`src/rtl/muldiv_pkg.sv`:
```
// Shared definitions for the iterative multiply/divide unit: op encodings,
// FSM states and the default operand width.
package muldiv_pkg;

   localparam int unsigned WidthDefault = 32;

   localparam logic [1:0] OP_MULT  = 2'b00;
   localparam logic [1:0] OP_MULTU = 2'b01;
   localparam logic [1:0] OP_DIV   = 2'b10;
   localparam logic [1:0] OP_DIVU  = 2'b11;

   typedef enum logic [1:0] {
      StIdle,
      StMul,
      StDiv,
      StFix
   } state_e;

endpackage

```
`src/rtl/muldiv_unit.sv`:
```
// Iterative MULT/MULTU/DIV/DIVU engine owning HI/LO. It runs one multiply or divide
// bit per cycle, then applies a sign fix before the result is written to HI/LO.
module muldiv_unit
   import muldiv_pkg::*;
#(
   parameter int unsigned WIDTH = WidthDefault
) (
   input  logic             clk,
   input  logic             reset,
   input  logic             start,
   input  logic [1:0]       op,
   input  logic [WIDTH-1:0] a,
   input  logic [WIDTH-1:0] b,
   input  logic             hi_we,
   input  logic             lo_we,
   input  logic [WIDTH-1:0] wd,
   input  logic             rd_req,
   output logic [WIDTH-1:0] hi,
   output logic [WIDTH-1:0] lo,
   output logic             busy,
   output logic             done,
   output logic             dbz,
   output logic             stall
);

   localparam int unsigned CntW = $clog2(WIDTH);

   state_e               state_q, state_d;
   logic [CntW-1:0]      cnt_q, cnt_d;
   logic                 sgn_q, sgn_d;
   logic                 neg_q, neg_d;
   logic                 sa_q, sa_d;
   logic                 divz_q, divz_d;
   logic                 is_div_q, is_div_d;
   logic [2*WIDTH-1:0]   acc_q, acc_d;
   logic [WIDTH-1:0]     opb_q, opb_d;
   logic [WIDTH-1:0]     rem_q, rem_d;
   logic [WIDTH-1:0]     orig_a_q, orig_a_d;
   logic [WIDTH-1:0]     hi_q, hi_d;
   logic [WIDTH-1:0]     lo_q, lo_d;
   logic                 done_q, done_d;
   logic                 dbz_q, dbz_d;

   logic                 st_sa, st_sb;
   logic [WIDTH-1:0]     abs_a, abs_b;
   logic [WIDTH:0]       mul_sum;
   logic [WIDTH:0]       div_shift, div_trial;
   logic [2*WIDTH-1:0]   prod;

   always_comb begin
      state_d   = state_q;
      cnt_d     = cnt_q;
      sgn_d     = sgn_q;
      neg_d     = neg_q;
      sa_d      = sa_q;
      divz_d    = divz_q;
      is_div_d  = is_div_q;
      acc_d     = acc_q;
      opb_d     = opb_q;
      rem_d     = rem_q;
      orig_a_d  = orig_a_q;
      hi_d      = hi_q;
      lo_d      = lo_q;
      done_d    = 1'b0;
      dbz_d     = dbz_q;
      st_sa     = ~op[0] & a[WIDTH-1];
      st_sb     = ~op[0] & b[WIDTH-1];
      abs_a     = st_sa ? -a : a;
      abs_b     = st_sb ? -b : b;
      mul_sum   = {1'b0, acc_q[2*WIDTH-1:WIDTH]} + {1'b0, (acc_q[0] ? opb_q : '0)};
      // Trial subtract needs WIDTH+1 bits: the shifted partial remainder can exceed WIDTH bits.
      div_shift = {rem_q, acc_q[WIDTH-1]};
      div_trial = div_shift - {1'b0, opb_q};
      prod      = (sgn_q & neg_q) ? -acc_q : acc_q;

      unique case (state_q)
         StIdle: begin
            if (start) begin
               sgn_d    = ~op[0];
               sa_d     = st_sa;
               neg_d    = st_sa ^ st_sb;
               is_div_d = op[1];
               divz_d   = op[1] & (b == '0);
               orig_a_d = a;
               cnt_d    = '0;
               rem_d    = '0;
               dbz_d    = 1'b0;
               if (op[1]) begin
                  acc_d   = {{WIDTH{1'b0}}, abs_a};
                  opb_d   = abs_b;
                  state_d = StDiv;
               end else begin
                  acc_d   = {{WIDTH{1'b0}}, abs_b};
                  opb_d   = abs_a;
                  state_d = StMul;
               end
            end else begin
               if (hi_we) hi_d = wd;
               if (lo_we) lo_d = wd;
            end
         end
         StMul: begin
            acc_d = {mul_sum, acc_q[WIDTH-1:1]};
            cnt_d = cnt_q + 1'b1;
            if (cnt_q == CntW'(WIDTH - 1)) state_d = StFix;
         end
         StDiv: begin
            if (!div_trial[WIDTH]) begin
               rem_d = div_trial[WIDTH-1:0];
               acc_d = {acc_q[2*WIDTH-1:WIDTH], acc_q[WIDTH-2:0], 1'b1};
            end else begin
               rem_d = div_shift[WIDTH-1:0];
               acc_d = {acc_q[2*WIDTH-1:WIDTH], acc_q[WIDTH-2:0], 1'b0};
            end
            cnt_d = cnt_q + 1'b1;
            if (cnt_q == CntW'(WIDTH - 1)) state_d = StFix;
         end
         StFix: begin
            if (!is_div_q) begin
               hi_d = prod[2*WIDTH-1:WIDTH];
               lo_d = prod[WIDTH-1:0];
            end else if (divz_q) begin
               hi_d  = orig_a_q;
               lo_d  = '1;
               dbz_d = 1'b1;
            end else begin
               lo_d = (sgn_q & neg_q) ? -acc_q[WIDTH-1:0] : acc_q[WIDTH-1:0];
               hi_d = (sgn_q & sa_q) ? -rem_q : rem_q;
            end
            done_d  = 1'b1;
            state_d = StIdle;
         end
         default: state_d = StIdle;
      endcase
   end

   always_ff @(posedge clk) begin
      if (reset) begin
         state_q  <= StIdle;
         cnt_q    <= '0;
         sgn_q    <= 1'b0;
         neg_q    <= 1'b0;
         sa_q     <= 1'b0;
         divz_q   <= 1'b0;
         is_div_q <= 1'b0;
         acc_q    <= '0;
         opb_q    <= '0;
         rem_q    <= '0;
         orig_a_q <= '0;
         hi_q     <= '0;
         lo_q     <= '0;
         done_q   <= 1'b0;
         dbz_q    <= 1'b0;
      end else begin
         state_q  <= state_d;
         cnt_q    <= cnt_d;
         sgn_q    <= sgn_d;
         neg_q    <= neg_d;
         sa_q     <= sa_d;
         divz_q   <= divz_d;
         is_div_q <= is_div_d;
         acc_q    <= acc_d;
         opb_q    <= opb_d;
         rem_q    <= rem_d;
         orig_a_q <= orig_a_d;
         hi_q     <= hi_d;
         lo_q     <= lo_d;
         done_q   <= done_d;
         dbz_q    <= dbz_d;
      end
   end

   assign hi    = hi_q;
   assign lo    = lo_q;
   assign busy  = (state_q != StIdle);
   assign done  = done_q;
   assign dbz   = dbz_q;
   assign stall = busy & (rd_req | start | hi_we | lo_we);

endmodule

```
`config.mk`:
```
export PLATFORM = sky130hd
export DESIGN_NAME = muldiv_unit
export DESIGN_NICKNAME = d
export VERILOG_FILES = /design/src/rtl/muldiv_pkg.sv /design/src/rtl/muldiv_unit.sv
export SDC_FILE = /design/constraint.sdc
export NUM_CORES = 1
export LEC_CHECK = 0
export BUFFER_PORTS_ARGS = -buffer_cell sky130_fd_sc_hd__buf_4
export CAP_MARGIN = 20
export CORE_MARGIN = 1.5
export CORE_UTILIZATION = 45
export DETAILED_ROUTE_END_ITERATION = 8
export HOLD_SLACK_MARGIN = 0.08
export PLACE_DENSITY = 0.66
export SETUP_SLACK_MARGIN = 0.15
export SLEW_MARGIN = 25
export SYNTH_ARGS = -nofsm -noshare
export SYNTH_HDL_FRONTEND = slang
export SYNTH_SLANG_ARGS = --single-unit
```
`constraint.sdc`:
```
create_clock -name clk -period 3.4 [get_ports clk]
set_input_delay 1.02 -clock clk [delete_from_list [all_inputs] [get_ports clk]]
set_output_delay 1.02 -clock clk [all_outputs]
set_load 0.005 [all_outputs]
```
Yosys cells after proc, flatten, opt, wreduce, memory -nomap -nowiden
Cells that the tools add are included.
{"block": "word_totals", "reg_bits": 238, "input_bits": 104, "out_inout_bits": 68, "word_cells": 100}
{"block": "op_classes", "add_sub_neg": 8, "eq_ne": 11, "n_mux": 35, "bitwise": 12, "n_reduce_logical": 18}
{"cell": "32-bit 2-to-1 mux", "count": 17}
{"cell": "32-bit one-hot mux with 2 select lines", "count": 3}
{"cell": "64-bit one-hot mux with 3 select lines", "count": 1}
{"cell": "64-bit 2-to-1 mux", "count": 2}
{"cell": "32-bit negation", "count": 4}
{"cell": "64-bit negation", "count": 1}
{"cell": "32-bit by 32-bit adder with 33-bit output", "count": 1}
{"cell": "33-bit by 32-bit subtractor with 33-bit output", "count": 1}
{"cell": "32-bit logical NOT", "count": 1}
{"cell": "2-bit inequality test (second input constant)", "count": 6}
{"cell": "5-bit one-hot mux with 2 select lines", "count": 1}
{"cell": "2-bit AND reduction", "count": 5}
{"cell": "2-bit nonzero test", "count": 5}
{"cell": "3-bit AND reduction", "count": 3}
{"cell": "1-bit bitwise AND", "count": 6}
{"cell": "2-bit 2-to-1 mux", "count": 3}
{"cell": "2-bit one-hot mux with 3 select lines", "count": 1}
{"cell": "5-bit by 1-bit adder with 5-bit output (second input constant)", "count": 1}
{"cell": "5-bit == test (second input constant)", "count": 1}
{"cell": "1-bit 2-to-1 mux", "count": 5}
{"cell": "5-bit 2-to-1 mux", "count": 1}
{"cell": "2-bit == test (second input constant)", "count": 2}
{"cell": "4-bit AND reduction", "count": 1}
{"cell": "1-bit OR", "count": 3}
{"cell": "other kinds (8)", "count": 9}

Longest topological paths before layout
Gate-level depths: netlist (run 1).
{"block": "depth", "ltp_word": 6, "mapped_depth": 14, "depth_no_buf": 13}

Least setup slack after synthesis (run 1)
OpenSTA, ideal clock, no wires.
{"block": "synth_timing", "path_type": "register -> register", "from": "reg acc_q[0]", "to": "reg hi_q[18], in the netlist hi[18]", "setup_ns": 0.092, "arrival_ns": 3.355, "required_ns": 3.308, "path_slack_ns": -0.047, "path_stages_with_launch": 15, "path_buffers": 3, "period_less_slack_ns": 3.447, "cell_sequence": "dfxtp_1 -> inv_1 -> clkbuf_1 -> ha_1 -> or3b_2 -> or4_4 -> and3b_1 -> buf_4 -> nand2_1 -> or2_1 -> buf_6 -> o31ai_1 -> xor2_1 -> o221a_2 -> nor4_1"}
{"block": "synth_via", "elab_chain_len": 4}
{"item": "start: declaration", "line": "muldiv_unit.sv:35", "source": "logic [2*WIDTH-1:0] acc_q, acc_d;"}
{"item": "start signal: assignment", "line": "muldiv_unit.sv:146", "source": "acc_q <= '0;"}
{"item": "start signal: assignment", "line": "muldiv_unit.sv:162", "source": "acc_q <= acc_d;"}
{"item": "64-bit negation", "line": "muldiv_unit.sv:74", "source": "prod = (sgn_q & neg_q) ? -acc_q : acc_q;"}
{"item": "64-bit 2-to-1 mux", "line": "muldiv_unit.sv:74"}
{"item": "32-bit 2-to-1 mux", "line": "muldiv_unit.sv:119", "source": "if (!is_div_q) begin"}
{"item": "32-bit one-hot mux with 2 select lines", "line": "muldiv_unit.sv:76", "source": "unique case (state_q)"}
{"item": "end signal: assignment", "line": "muldiv_unit.sv:166", "source": "hi_q <= hi_d;"}
{"item": "end: declaration", "line": "muldiv_unit.sv:39", "source": "logic [WIDTH-1:0] hi_q, hi_d;"}
No other way between the ends.
A chain may end at the register's enable or synchronous reset.

Worst setup path after layout (run 1)
{"block": "layout_timing", "from": "reg acc_q[26]", "to": "reg hi_q[22], in the netlist hi[22]"}
The elaborated chain is that of the path after synthesis.

==> metrics.txt, run 1 <==
# TYPE chip_impl_metric gauge
chip_impl_info{name="run_status",value="completed"} 1
chip_impl_info{name="cp_common_cell",value="or4_4"} 1
chip_impl_metric{name="dp_slack",unit="ns"} -0.0853
chip_impl_metric{name="global_route.overflow_total",unit=""} 0
chip_impl_info{name="worstPathCellList",value="or4_4 -> or4_4 -> nor4_4 -> buf_4 -> nand2_2 -> or2_4 -> buf_6 -> o41ai_4 -> xor2_1 -> a221oi_2 -> a21o_1"} 1
chip_impl_info{name="crit_slowest_cell",value="or4_4"} 1
chip_impl_metric{name="antenna_cells_inserted",unit=""} 0
chip_impl_info{name="path_delay_family",value="simple AND/OR/NAND/NOR gates"} 1
chip_impl_metric{name="period_needed",unit="ns"} 3.22
chip_impl_metric{name="cpPeakStageDelay",unit="ns"} 0.54
chip_impl_metric{name="postSynthNetCount",unit=""} 2546
chip_impl_metric{name="pin_count",unit=""} 172
chip_impl_metric{name="min_period_over_period",unit=""} 0.947
chip_impl_info{name="rsz0062_at_grt",value="true"} 1
chip_impl_metric{name="skew",unit="ns"} 0.0220
chip_impl_metric{name="cts_inserted_buffers",unit=""} 28
chip_impl_metric{name="cp_data_required_time",unit="ns"} 3.87
chip_impl_metric{name="cts.reportedPaths.clkPinSlew",unit="ns"} 0.06
chip_impl_metric{name="largest_net_degree_at_the_start_of_global_routing",unit=""} 117
chip_impl_metric{name="timing.hold.ws",unit="ns"} 0.453
chip_impl_info{name="worst_setup_path_start_kind",value="register"} 1
chip_impl_metric{name="worst-path-buf-inv",unit=""} 2
chip_impl_metric{name="post-place-cells",unit=""} 3018
chip_impl_metric{name="worst_skew_pair.late_latency",unit="ns"} 0.58
chip_impl_metric{name="total_power_per_unit_cell_area",unit="mW/mm²"} 599
chip_impl_metric{name="start_util",unit=""} 0.456
chip_impl_metric{name="yosys_register_bits",unit=""} 238
chip_impl_metric{name="worst_voltage_drop_across_the_vdd_grid",unit="mV"} 0.466
chip_impl_metric{name="antenna_found_initial",unit=""} 0
chip_impl_metric{name="num-fill-cells",unit=""} 3780
chip_impl_info{name="cts_tree",value="built"} 1
chip_impl_metric{name="die_area",unit="mm²"} 0.0405
chip_impl_metric{name="cts_max_path_buffers",unit=""} 3
chip_impl_metric{name="hold_buffers_post_cts",unit=""} 0
chip_impl_info{name="postSynth.topFlopCell",value="dfxtp_1"} 1
chip_impl_metric{name="synth.avg_cell_area",unit="µm²"} 7.47
chip_impl_info{name="clk_root_buffer_cell",value="clkbuf_16"} 1
chip_impl_info{name="critPathCaptureType",value="register"} 1
chip_impl_metric{name="number_of_enable_flip_flop_cells_after_synthesis",unit=""} 0
chip_impl_metric{name="routed_wl",unit="µm"} 70700
chip_impl_metric{name="place.port_buffers",unit=""} 171
chip_impl_metric{name="worst_slack",unit="ns"} 0.180
chip_impl_metric{name="residual_drc",unit=""} 0
chip_impl_info{name="min_path_type",value="reg -> reg"} 1
chip_impl_metric{name="routed-via-count",unit=""} 19000
chip_impl_metric{name="finish.cell_count_without_fillers",unit=""} 3079
chip_impl_metric{name="setup_viol",unit=""} 0
chip_impl_metric{name="all_layer_global_routing_usage",unit=""} 0.337
chip_impl_metric{name="finalHoldViolCount",unit=""} 0
chip_impl_metric{name="synth-async-reset-ratio",unit=""} 0
chip_impl_metric{name="avgViaCountPerCell",unit=""} 6.17
chip_impl_metric{name="achievable-frequency",unit="GHz"} 0.311
chip_impl_metric{name="slew_at_the_pin_closest_to_its_max_slew_limit",unit="ns"} 0.845
chip_impl_metric{name="tritoncts_sink_count",unit=""} 238
chip_impl_metric{name="dr.pass1.iters",unit=""} 7
chip_impl_metric{name="drive_above_1_share",unit=""} 0.172
chip_impl_metric{name="detailed_place_hpwl",unit="µm"} 55000
chip_impl_metric{name="ant_nets",unit=""} 0
chip_impl_metric{name="grt_pass1_vias",unit=""} 17300
chip_impl_metric{name="max-cap-violations",unit=""} 0
chip_impl_metric{name="slew_headroom",unit=""} 0.431
chip_impl_metric{name="synth_seq_area_share",unit=""} 0.270
chip_impl_metric{name="die_h",unit="µm"} 201
chip_impl_metric{name="synthDistinctLibCells",unit=""} 85
chip_impl_metric{name="cp.arrival",unit="ns"} 3.69
chip_impl_metric{name="final_net_count",unit=""} 2719
chip_impl_metric{name="die_x",unit="µm"} 201
chip_impl_metric{name="drv_slew",unit=""} 0
chip_impl_metric{name="syn_to_final_growth",unit="%"} 20.8
chip_impl_metric{name="place.gp.congestion",unit=""} 0.981
chip_impl_metric{name="netlist_instances",unit=""} 2366
chip_impl_metric{name="leakagePower",unit="nW"} 8.79
chip_impl_metric{name="multi_input_area",unit="mm²"} 0.0122
chip_impl_metric{name="mappedNetlistArea",unit="mm²"} 0.0177
chip_impl_metric{name="reg_area",unit="mm²"} 0.00476
chip_impl_metric{name="timing.critical_path.fanout_max",unit=""} 4
chip_impl_metric{name="cts-htree-levels",unit=""} 1
chip_impl_metric{name="core-area",unit="mm²"} 0.0387
chip_impl_info{name="timing.setup.critical_path_class",value="reg -> reg"} 1
chip_impl_metric{name="wire_per_inst",unit="µm"} 23.0
chip_impl_metric{name="synthesis.yosys.warnings",unit=""} 0
chip_impl_metric{name="detail_route.iter0.violations",unit=""} 1975
chip_impl_metric{name="row_count",unit=""} 72
chip_impl_metric{name="wire_length_of_the_first_global_routing_pass",unit="µm"} 106000
==> logic make-up (layout without fill, tap and decap cells) <==
logic type,Yosys count,after routing,share of synthesized area
adders and majority gates,76,76,0.0547
DFF,238,238,0.270
and+or+nand+nor,792,792,0.206
buffers and inverters,245,440,0.0544
AOI/OAI and AO/OA,780,780,0.295
muxes,50,50,0.0287
xor gates and xnor gates,185,185,0.0917
==> placed cells by master (no fill, tap or decap), types with 10 or more instances in the layout <==
cell type and count:
nand4_1 14, a22oi_1 17, xor2_1 84, mux2i_1 45, o21a_1 10, o41ai_1 14, inv_1 68, and3_1 16
ha_1 69, nand3_1 23, and2_1 17, dfxtp_1 238, nor3_1 49, a21o_1 35, clkbuf_16 29, a31oi_1 24
o221ai_1 39, o211ai_1 44, a221oi_1 33, or3_1 13, a211oi_1 44, o21ai_0 139, o31ai_1 21, nor2b_1 15
nor2_1 247, xnor2_1 101, nand2b_1 19, nand2_1 292, a21oi_1 228, a22o_1 20, nor4_1 21, buf_4 311
or4_1 18
==> metal layers <==
metal  routed length [µm]  track usage  vias to the layer above
li1                     -            -                     8953
met1                31700        0.484                     9016
met2                29800        0.503                      914
met3                 6350       0.0586                      117
met4                 2780        0.121                        0
met5                    0            0                        -
==> sequential cells by signal, summed over array words and instances (netlist names) <==
signal,cells
sa_q,1
orig_a_q,32
is_div_q,1
done,1
opb_q,32
hi,32
lo,32
divz_q,1
rem_q,32
state_q,2
cnt_q,5
sgn_q,1
acc_q,64
neg_q,1
dbz,1
==> path summary, 6_finish.rpt <==
| check | start | to | slack, ns | cells past startpoint |
|---|---|---|---|---|
| min reg2reg | lo[6] | lo[6] | 0.45 | 2 |
| max reg2reg | acc_q[26] | hi[22] | 0.18 | 11 |
| max | acc_q[26] | hi[22] | 0.18 | 11 |
| min | lo[6] | lo[6] | 0.45 | 2 |
==> through the flow <==
step                       util  TNS, ns  power (mW)  cell area [µm²]
after floorplan               -        0        7.00            17700
after global placement    0.517   -0.446        9.11            20000
after detailed placement  0.517   -0.540        9.16            20000
after CTS                 0.546        0        12.5            21100
after global routing      0.551        0        13.4            21300
final                     0.551        0        12.8            21300
==> final cells by class <==
| class | count | share of cell area |
|---|---|---|
| clock buffers | 37 | 0.0368 |
| clock inverters | 15 | 0.0107 |
| inverters | 70 | 0.0123 |
| multi-input cells | 1883 | 0.571 |
| flip-flops and latches | 238 | 0.223 |
| well taps | 518 | 0.0304 |
| repair buffers | 318 | 0.116 |
==> worst min-delay path, delay by kind of cell (launching register included) <==
family	cells	cell delay (ns)
AO/OA/AOI/OAI	1	0.05
AND/OR/NAND/NOR	1	0.05
flip-flops	1	0.31
==> where the power goes <==
group	internal [mW]	switching, mW
clock network	2.01	1.31
registers	3.25	0.428
logic	2.27	3.52
total	7.53	5.26
==> synth_stat cells (all sizes together), types with 36 or more instances <==
cell | count | area, µm²
nor2 | 247 | 927
o211ai | 44 | 330
o21ai | 146 | 731
a211oi | 47 | 353
xor2 | 84 | 736
xnor2 | 101 | 885
clkbuf | 149 | 561
nand2 | 295 | 1110
dfxtp | 238 | 4760
a21oi | 233 | 1170
inv | 69 | 259
ha | 74 | 926
o221ai | 40 | 350
a221oi | 36 | 315
nor3 | 52 | 272
mux2i | 45 | 450
==> repair_timing <==
item / in CTS / in global routing
setup buffers: 4 / 3
pin swaps: 2 / 9
resized for setup: 8 / 40
setup endpoints to repair: 31 / 54
gates cloned: 1 / 1
Power figures use the tool's default switching activity.
==> run 2: changes to the inputs <==
==> constraint.sdc (replaced) <==
create_clock -name clk -period 3.4 [get_ports clk]
set_input_delay 0.17 -clock clk [delete_from_list [all_inputs] [get_ports clk]]
set_output_delay 0.17 -clock clk [all_outputs]
set_load 0.005 [all_outputs]
==> metrics.txt, run 2 (synthesis results as in run 1) <==
# TYPE chip_impl_metric gauge
chip_impl_info{name="run_status",value="completed"} 1
chip_impl_metric{name="timing.critical_path.fanout_max",unit=""} 5
chip_impl_metric{name="start_util",unit=""} 0.456
chip_impl_metric{name="wire_per_inst",unit="µm"} 22.7
chip_impl_metric{name="cts_max_path_buffers",unit=""} 3
chip_impl_info{name="hold-path-endpoint",value="opb_q[29]"} 1
chip_impl_metric{name="core-area",unit="mm²"} 0.0387
chip_impl_metric{name="dr.pass1.iters",unit=""} 5
chip_impl_metric{name="grt_pass1_vias",unit=""} 17500
chip_impl_info{name="clk_root_buffer_cell",value="clkbuf_16"} 1
chip_impl_metric{name="multi_input_area",unit="mm²"} 0.0121
chip_impl_metric{name="reg_area",unit="mm²"} 0.00476
chip_impl_metric{name="total_power_per_unit_cell_area",unit="mW/mm²"} 572
chip_impl_metric{name="drive_above_1_share",unit=""} 0.152
chip_impl_metric{name="setup_tns_final",unit="ns"} 0
chip_impl_info{name="max_flop_register",value="acc_q"} 1
chip_impl_metric{name="detail_route.iter0.violations",unit=""} 1987
chip_impl_metric{name="global_route.overflow_total",unit=""} 0
chip_impl_metric{name="pin_count",unit=""} 172
chip_impl_metric{name="routed-via-count",unit=""} 19500
chip_impl_metric{name="routed_wl",unit="µm"} 70700
chip_impl_info{name="most-common-layout-cells",value="293 x nand2_1, 273 x buf_4, 247 x nor2_1"} 1
chip_impl_metric{name="setup_viol",unit=""} 0
chip_impl_metric{name="finalHoldViolCount",unit=""} 0
chip_impl_info{name="worst_setup_path_start_kind",value="register"} 1
chip_impl_metric{name="num-fill-cells",unit=""} 3711
chip_impl_info{name="reg2reg_to",value="hi[20]"} 1
chip_impl_metric{name="largest_net_degree_at_the_start_of_global_routing",unit=""} 123
chip_impl_metric{name="max-cap-violations",unit=""} 0
chip_impl_metric{name="r2r.worst_path.cells",unit=""} 11
chip_impl_metric{name="slew_at_the_pin_closest_to_its_max_slew_limit",unit="ns"} 0.929
chip_impl_metric{name="skew",unit="ns"} 0.0144
chip_impl_metric{name="worst_hold_path.num_cells",unit=""} 5
chip_impl_metric{name="post-layout-total-power",unit="mW"} 12.4
chip_impl_metric{name="final_net_count",unit=""} 2755
chip_impl_metric{name="residual_drc",unit=""} 0
chip_impl_metric{name="achievable-frequency",unit="GHz"} 0.318
chip_impl_metric{name="ant_nets",unit=""} 0
chip_impl_metric{name="place.gp.congestion",unit=""} 0.985
chip_impl_metric{name="syn_to_final_growth",unit="%"} 22.5
chip_impl_metric{name="avgViaCountPerCell",unit=""} 6.25
chip_impl_metric{name="dp_slack",unit="ns"} 0.0888
chip_impl_metric{name="worst_voltage_drop_across_the_vdd_grid",unit="mV"} 0.352
chip_impl_metric{name="largest_register_ffs",unit=""} 64
chip_impl_metric{name="antenna_found_initial",unit=""} 0
chip_impl_metric{name="die_area",unit="mm²"} 0.0405
chip_impl_metric{name="all_layer_global_routing_usage",unit=""} 0.336
chip_impl_metric{name="cts.reportedPaths.clkPinSlew",unit="ns"} 0.06
chip_impl_metric{name="timing.reg2reg.setup_slack",unit="ns"} 0.25
chip_impl_metric{name="cp.arrival",unit="ns"} 3.61
chip_impl_metric{name="min_period_over_period",unit=""} 0.925
chip_impl_metric{name="slew_headroom",unit=""} 0.374
chip_impl_metric{name="cp_data_required_time",unit="ns"} 3.86
chip_impl_info{name="timing.setup.critical_path_class",value="reg -> reg"} 1
chip_impl_metric{name="worst_slack",unit="ns"} 0.254
chip_impl_metric{name="drv_slew",unit=""} 0
chip_impl_info{name="rsz0062_at_grt",value="false"} 1
chip_impl_metric{name="wire_length_of_the_first_global_routing_pass",unit="µm"} 106000
chip_impl_metric{name="die_h",unit="µm"} 201
chip_impl_metric{name="row_count",unit=""} 72
chip_impl_info{name="critPathCaptureType",value="register"} 1
chip_impl_metric{name="worst_skew_pair.late_latency",unit="ns"} 0.58
chip_impl_metric{name="leakagePower",unit="nW"} 8.84
chip_impl_metric{name="place.port_buffers",unit=""} 171
chip_impl_info{name="min_path_type",value="in -> reg"} 1
chip_impl_info{name="layout.cells.most_common",value="nand2_1"} 1
chip_impl_info{name="cts_tree",value="built"} 1
chip_impl_metric{name="tritoncts_sink_count",unit=""} 238
chip_impl_metric{name="die_x",unit="µm"} 201
chip_impl_metric{name="period_needed",unit="ns"} 3.15
chip_impl_metric{name="detailed_place_hpwl",unit="µm"} 54600
chip_impl_metric{name="cts_inserted_buffers",unit=""} 27
chip_impl_metric{name="cts-htree-levels",unit=""} 1
chip_impl_info{name="r2r_start",value="acc_q[0]"} 1
chip_impl_info{name="hold_path_startpoint",value="b[29]"} 1
chip_impl_metric{name="timing.hold.ws",unit="ns"} 0.0838
run 2: cell types whose count changed in the layout (fill, tap and decap cells not counted), moves of 3 or more:
cell,previous run,this run
a21oi_2,4,7
a221oi_1,33,36
a221oi_2,3,0
buf_4,311,273
dlygate4sd3_1,0,76
run 2: where the power goes:
part           internal (mW)  switching [mW]  leakage (nW)
registers               3.25           0.464          1.94
logic                   2.15            3.43          6.46
clock network           1.76            1.31         0.436
total                   7.16            5.21          8.84
run 2: repair_timing:
action	4_1_cts	5_1_grt
gates cloned	0	2
hold buffers	76	0
endpoints found under the setup margin	13	54
hold endpoints to repair	109	0
resized for setup	4	37
setup buffers	1	7
pin swaps	1	8
run 2: cell type report:
| type | instances | share of cell area |
|---|---|---|
| multi-input combinational | 1883 | 0.561 |
| sequential | 238 | 0.220 |
| timing repair buffer | 355 | 0.134 |
| clock buffer | 35 | 0.0340 |
| tap | 518 | 0.0299 |
| inverter | 70 | 0.0121 |
| clock inverter | 15 | 0.00809 |
| antenna | 1 | 0.000116 |
run 2: routing by layer:
layer  GRT usage  vias to the layer above  share of wire
met1       0.482                     9327           0.44
met2       0.504                      950           0.42
met3      0.0426                      143          0.087
met4       0.142                        0          0.047
li1            -                     9045              -
met5           0                        -              0
run 2: worst max-delay path, stage by stage (launching register included):
cell and delay (ns):
dfxtp_1 0.32, inv_2 0.09, ha_1 0.17, or3b_4 0.39, or4_4 0.53, and3b_2 0.33, and3_4 0.21, nand2_2 0.11
o41ai_4 0.32, xor2_1 0.19, o221ai_1 0.14, a22o_1 0.23
run 2: worst max-delay path by stage:
stage,startpoint,to,depth (start not counted)
after floorplan,acc_q[0],hi[18],14
after detailed placement,acc_q[0],hi[18],11
after global routing,opb_q[19],rem_q[29],12
final,acc_q[0],hi[20],11
after global placement,acc_q[0],hi[18],11
after CTS,acc_q[0],hi[18],11
run 2: through the flow:
step | std cells | utilization | instance area, µm²
finish | 3115 | 0.559 | 21600
global route | 3114 | 0.559 | 21600
CTS | 3105 | 0.553 | 21400
detailed placement | 2978 | 0.509 | 19700
global placement | 2978 | 0.509 | 19700
floorplan | 2366 | - | 17700
==> run 3: changes to the inputs <==
--- a/config.mk
+++ b/config.mk
@@ -8,10 +8,10 @@
 export BUFFER_PORTS_ARGS = -buffer_cell sky130_fd_sc_hd__buf_4
 export CAP_MARGIN = 20
 export CORE_MARGIN = 1.5
-export CORE_UTILIZATION = 45
+export CORE_UTILIZATION = 55
 export DETAILED_ROUTE_END_ITERATION = 8
 export HOLD_SLACK_MARGIN = 0.08
-export PLACE_DENSITY = 0.66
+export PLACE_DENSITY_LB_ADDON = 0.25
 export SETUP_SLACK_MARGIN = 0.15
 export SLEW_MARGIN = 25
 export SYNTH_ARGS = -nofsm -noshare
==> metrics.txt, run 3 (synthesis results as in run 1) <==
# TYPE chip_impl_metric gauge
chip_impl_metric{name="skew",unit="ns"} 0.0133
chip_impl_metric{name="pin_count",unit=""} 172
chip_impl_metric{name="worst_slack",unit="ns"} 0.238
chip_impl_metric{name="cts_max_path_buffers",unit=""} 3
chip_impl_metric{name="avgViaCountPerCell",unit=""} 6.57
chip_impl_metric{name="period_needed",unit="ns"} 3.16
chip_impl_metric{name="finish.instance_area",unit="mm²"} 0.0214
chip_impl_metric{name="setup_tns_final",unit="ns"} 0
chip_impl_metric{name="core-area",unit="mm²"} 0.0316
chip_impl_metric{name="final_net_count",unit=""} 2739
chip_impl_metric{name="total_power_per_unit_cell_area",unit="mW/mm²"} 590
chip_impl_metric{name="ant_nets",unit=""} 0
chip_impl_metric{name="cpPeakStageDelay",unit="ns"} 0.55
chip_impl_metric{name="detailed_place_hpwl",unit="µm"} 53700
chip_impl_metric{name="die_h",unit="µm"} 182
chip_impl_info{name="path_delay_family",value="simple AND/OR/NAND/NOR gates"} 1
chip_impl_metric{name="post-layout-total-power",unit="mW"} 12.6
chip_impl_metric{name="die_x",unit="µm"} 182
chip_impl_metric{name="wire_length_of_the_first_global_routing_pass",unit="µm"} 105000
chip_impl_metric{name="dp_slack",unit="ns"} 0.0245
chip_impl_metric{name="syn_to_final_growth",unit="%"} 21.3
chip_impl_metric{name="detail_route.iter0.violations",unit=""} 2518
chip_impl_metric{name="finalHoldViolCount",unit=""} 0
chip_impl_info{name="layout.cells.most_common",value="nand2_1"} 1
chip_impl_info{name="r2r_start",value="acc_q[25]"} 1
chip_impl_info{name="cp_common_cell",value="or4_4"} 1
chip_impl_metric{name="leakagePower",unit="nW"} 8.82
chip_impl_info{name="reg2reg_to",value="hi[25]"} 1
chip_impl_metric{name="worst_voltage_drop_across_the_vdd_grid",unit="mV"} 0.404
chip_impl_metric{name="post-place-cells",unit=""} 2856
chip_impl_metric{name="tritoncts_sink_count",unit=""} 238
chip_impl_metric{name="final_util",unit=""} 0.679
chip_impl_metric{name="worst-path-buf-inv",unit=""} 0
chip_impl_metric{name="antenna_found_initial",unit=""} 1
chip_impl_metric{name="dr.pass1.iters",unit=""} 7
chip_impl_metric{name="slew_at_the_pin_closest_to_its_max_slew_limit",unit="ns"} 0.842
chip_impl_metric{name="reg_area",unit="mm²"} 0.00477
chip_impl_metric{name="num-fill-cells",unit=""} 2677
chip_impl_info{name="critPathCaptureType",value="register"} 1
chip_impl_info{name="critical_path_launch_point",value="acc_q[25]"} 1
chip_impl_metric{name="global_route.overflow_total",unit=""} 0
chip_impl_metric{name="grt_pass1_vias",unit=""} 17700
chip_impl_metric{name="worst_skew_pair.late_latency",unit="ns"} 0.56
chip_impl_metric{name="cts.reportedPaths.clkPinSlew",unit="ns"} 0.06
chip_impl_metric{name="slew_headroom",unit=""} 0.437
chip_impl_info{name="run_status",value="completed"} 1
chip_impl_info{name="clk_root_buffer_cell",value="clkbuf_16"} 1
chip_impl_metric{name="achievable-frequency",unit="GHz"} 0.316
chip_impl_info{name="most-common-layout-cells",value="293 x nand2_1, 266 x buf_4, 247 x nor2_1"} 1
chip_impl_metric{name="cp.arrival",unit="ns"} 3.58
chip_impl_metric{name="timing.critical_path.fanout_max",unit=""} 7
chip_impl_metric{name="antenna_cells_inserted",unit=""} 0
chip_impl_metric{name="drv_slew",unit=""} 0
chip_impl_info{name="rsz0062_at_grt",value="true"} 1
chip_impl_info{name="crit_slowest_cell",value="or4_4"} 1
chip_impl_info{name="min_path_type",value="in -> reg"} 1
chip_impl_metric{name="cts_inserted_buffers",unit=""} 28
chip_impl_metric{name="cp_data_required_time",unit="ns"} 3.82
chip_impl_metric{name="place.gp.congestion",unit=""} 1.00
chip_impl_metric{name="cts-htree-levels",unit=""} 1
chip_impl_metric{name="finish.cell_count_without_fillers",unit=""} 2983
chip_impl_metric{name="routed_wl",unit="µm"} 70000
chip_impl_metric{name="r2r.worst_path.cells",unit=""} 9
chip_impl_metric{name="multi_input_area",unit="mm²"} 0.0121
chip_impl_info{name="worst_setup_path_start_kind",value="register"} 1
chip_impl_info{name="cts_tree",value="built"} 1
chip_impl_metric{name="largest_net_degree_at_the_start_of_global_routing",unit=""} 72
chip_impl_metric{name="die_area",unit="mm²"} 0.0332
chip_impl_metric{name="wire_per_inst",unit="µm"} 23.5
chip_impl_info{name="max_flop_register",value="acc_q"} 1
chip_impl_metric{name="largest_register_ffs",unit=""} 64
chip_impl_metric{name="setup_viol",unit=""} 0
chip_impl_metric{name="place.port_buffers",unit=""} 171
chip_impl_metric{name="start_util",unit=""} 0.560
chip_impl_metric{name="drive_above_1_share",unit=""} 0.150
chip_impl_metric{name="row_count",unit=""} 65
chip_impl_metric{name="routed-via-count",unit=""} 19600
chip_impl_metric{name="residual_drc",unit=""} 0
chip_impl_metric{name="timing.reg2reg.setup_slack",unit="ns"} 0.24
chip_impl_info{name="worstPathCellList",value="or4_4 -> or4_4 -> nor4_4 -> nand3_2 -> or2_4 -> nor3_4 -> mux2_1 -> a21oi_1 -> nor4_2"} 1
chip_impl_metric{name="placement.cell_area",unit="mm²"} 0.0195
chip_impl_info{name="hold-path-endpoint",value="opb_q[3]"} 1
chip_impl_metric{name="timing.hold.ws",unit="ns"} 0.103
chip_impl_metric{name="all_layer_global_routing_usage",unit=""} 0.409
chip_impl_metric{name="max-cap-violations",unit=""} 0
chip_impl_info{name="hold_path_startpoint",value="b[3]"} 1
chip_impl_metric{name="min_period_over_period",unit=""} 0.930
chip_impl_metric{name="worst_hold_path.num_cells",unit=""} 4
chip_impl_info{name="timing.setup.critical_path_class",value="reg -> reg"} 1
run 3: worst max path at each step:
stage,to,slack [ns],cells past startpoint
floorplan,hi[18],0.14,14
global placement,hi[18],0.15,11
detailed placement,hi[18],0.02,11
CTS,hi[18],0.14,11
global route,rem_q[9],0.14,12
finish,hi[25],0.24,9
run 3: final cells by class:
class                      instances  area share
tap                              402      0.0235
multi-input combinational       1883       0.566
sequential                       238       0.222
clock inverter                    17      0.0114
inverter                          70      0.0123
clock buffer                      35      0.0363
timing repair buffer             338       0.128
run 3: per-layer routing:
layer | GRT usage | share of wire | vias up
met5 | 0 | 0 | -
met4 | 0.190 | 0.053 | 0
met3 | 0.0669 | 0.11 | 172
met2 | 0.606 | 0.42 | 1208
met1 | 0.580 | 0.42 | 9199
li1 | - | - | 9007
run 3: timing repair:
item                                   in CTS  in global routing
endpoints found under the hold margin      91                  0
resized for setup                           5                 35
setup endpoints to repair                  19                 48
pin swaps                                   0                  7
buffers inserted                            0                  6
hold buffers                               69                  0
run 3: power by group:
part / total [mW] / switching, mW / internal [mW]
Sequential: 3.74 / 0.488 / 3.25
Combinational: 5.54 / 3.40 / 2.14
Clock: 3.36 / 1.29 / 2.08
Total: 12.6 / 5.18 / 7.47
run 3: worst reg2reg max path, delay by kind of cell, from the launching register on:
family	cells	cell delay [ns]
simple gates	7	2.13
flops	1	0.36
mux	1	0.33
compound gates	1	0.21
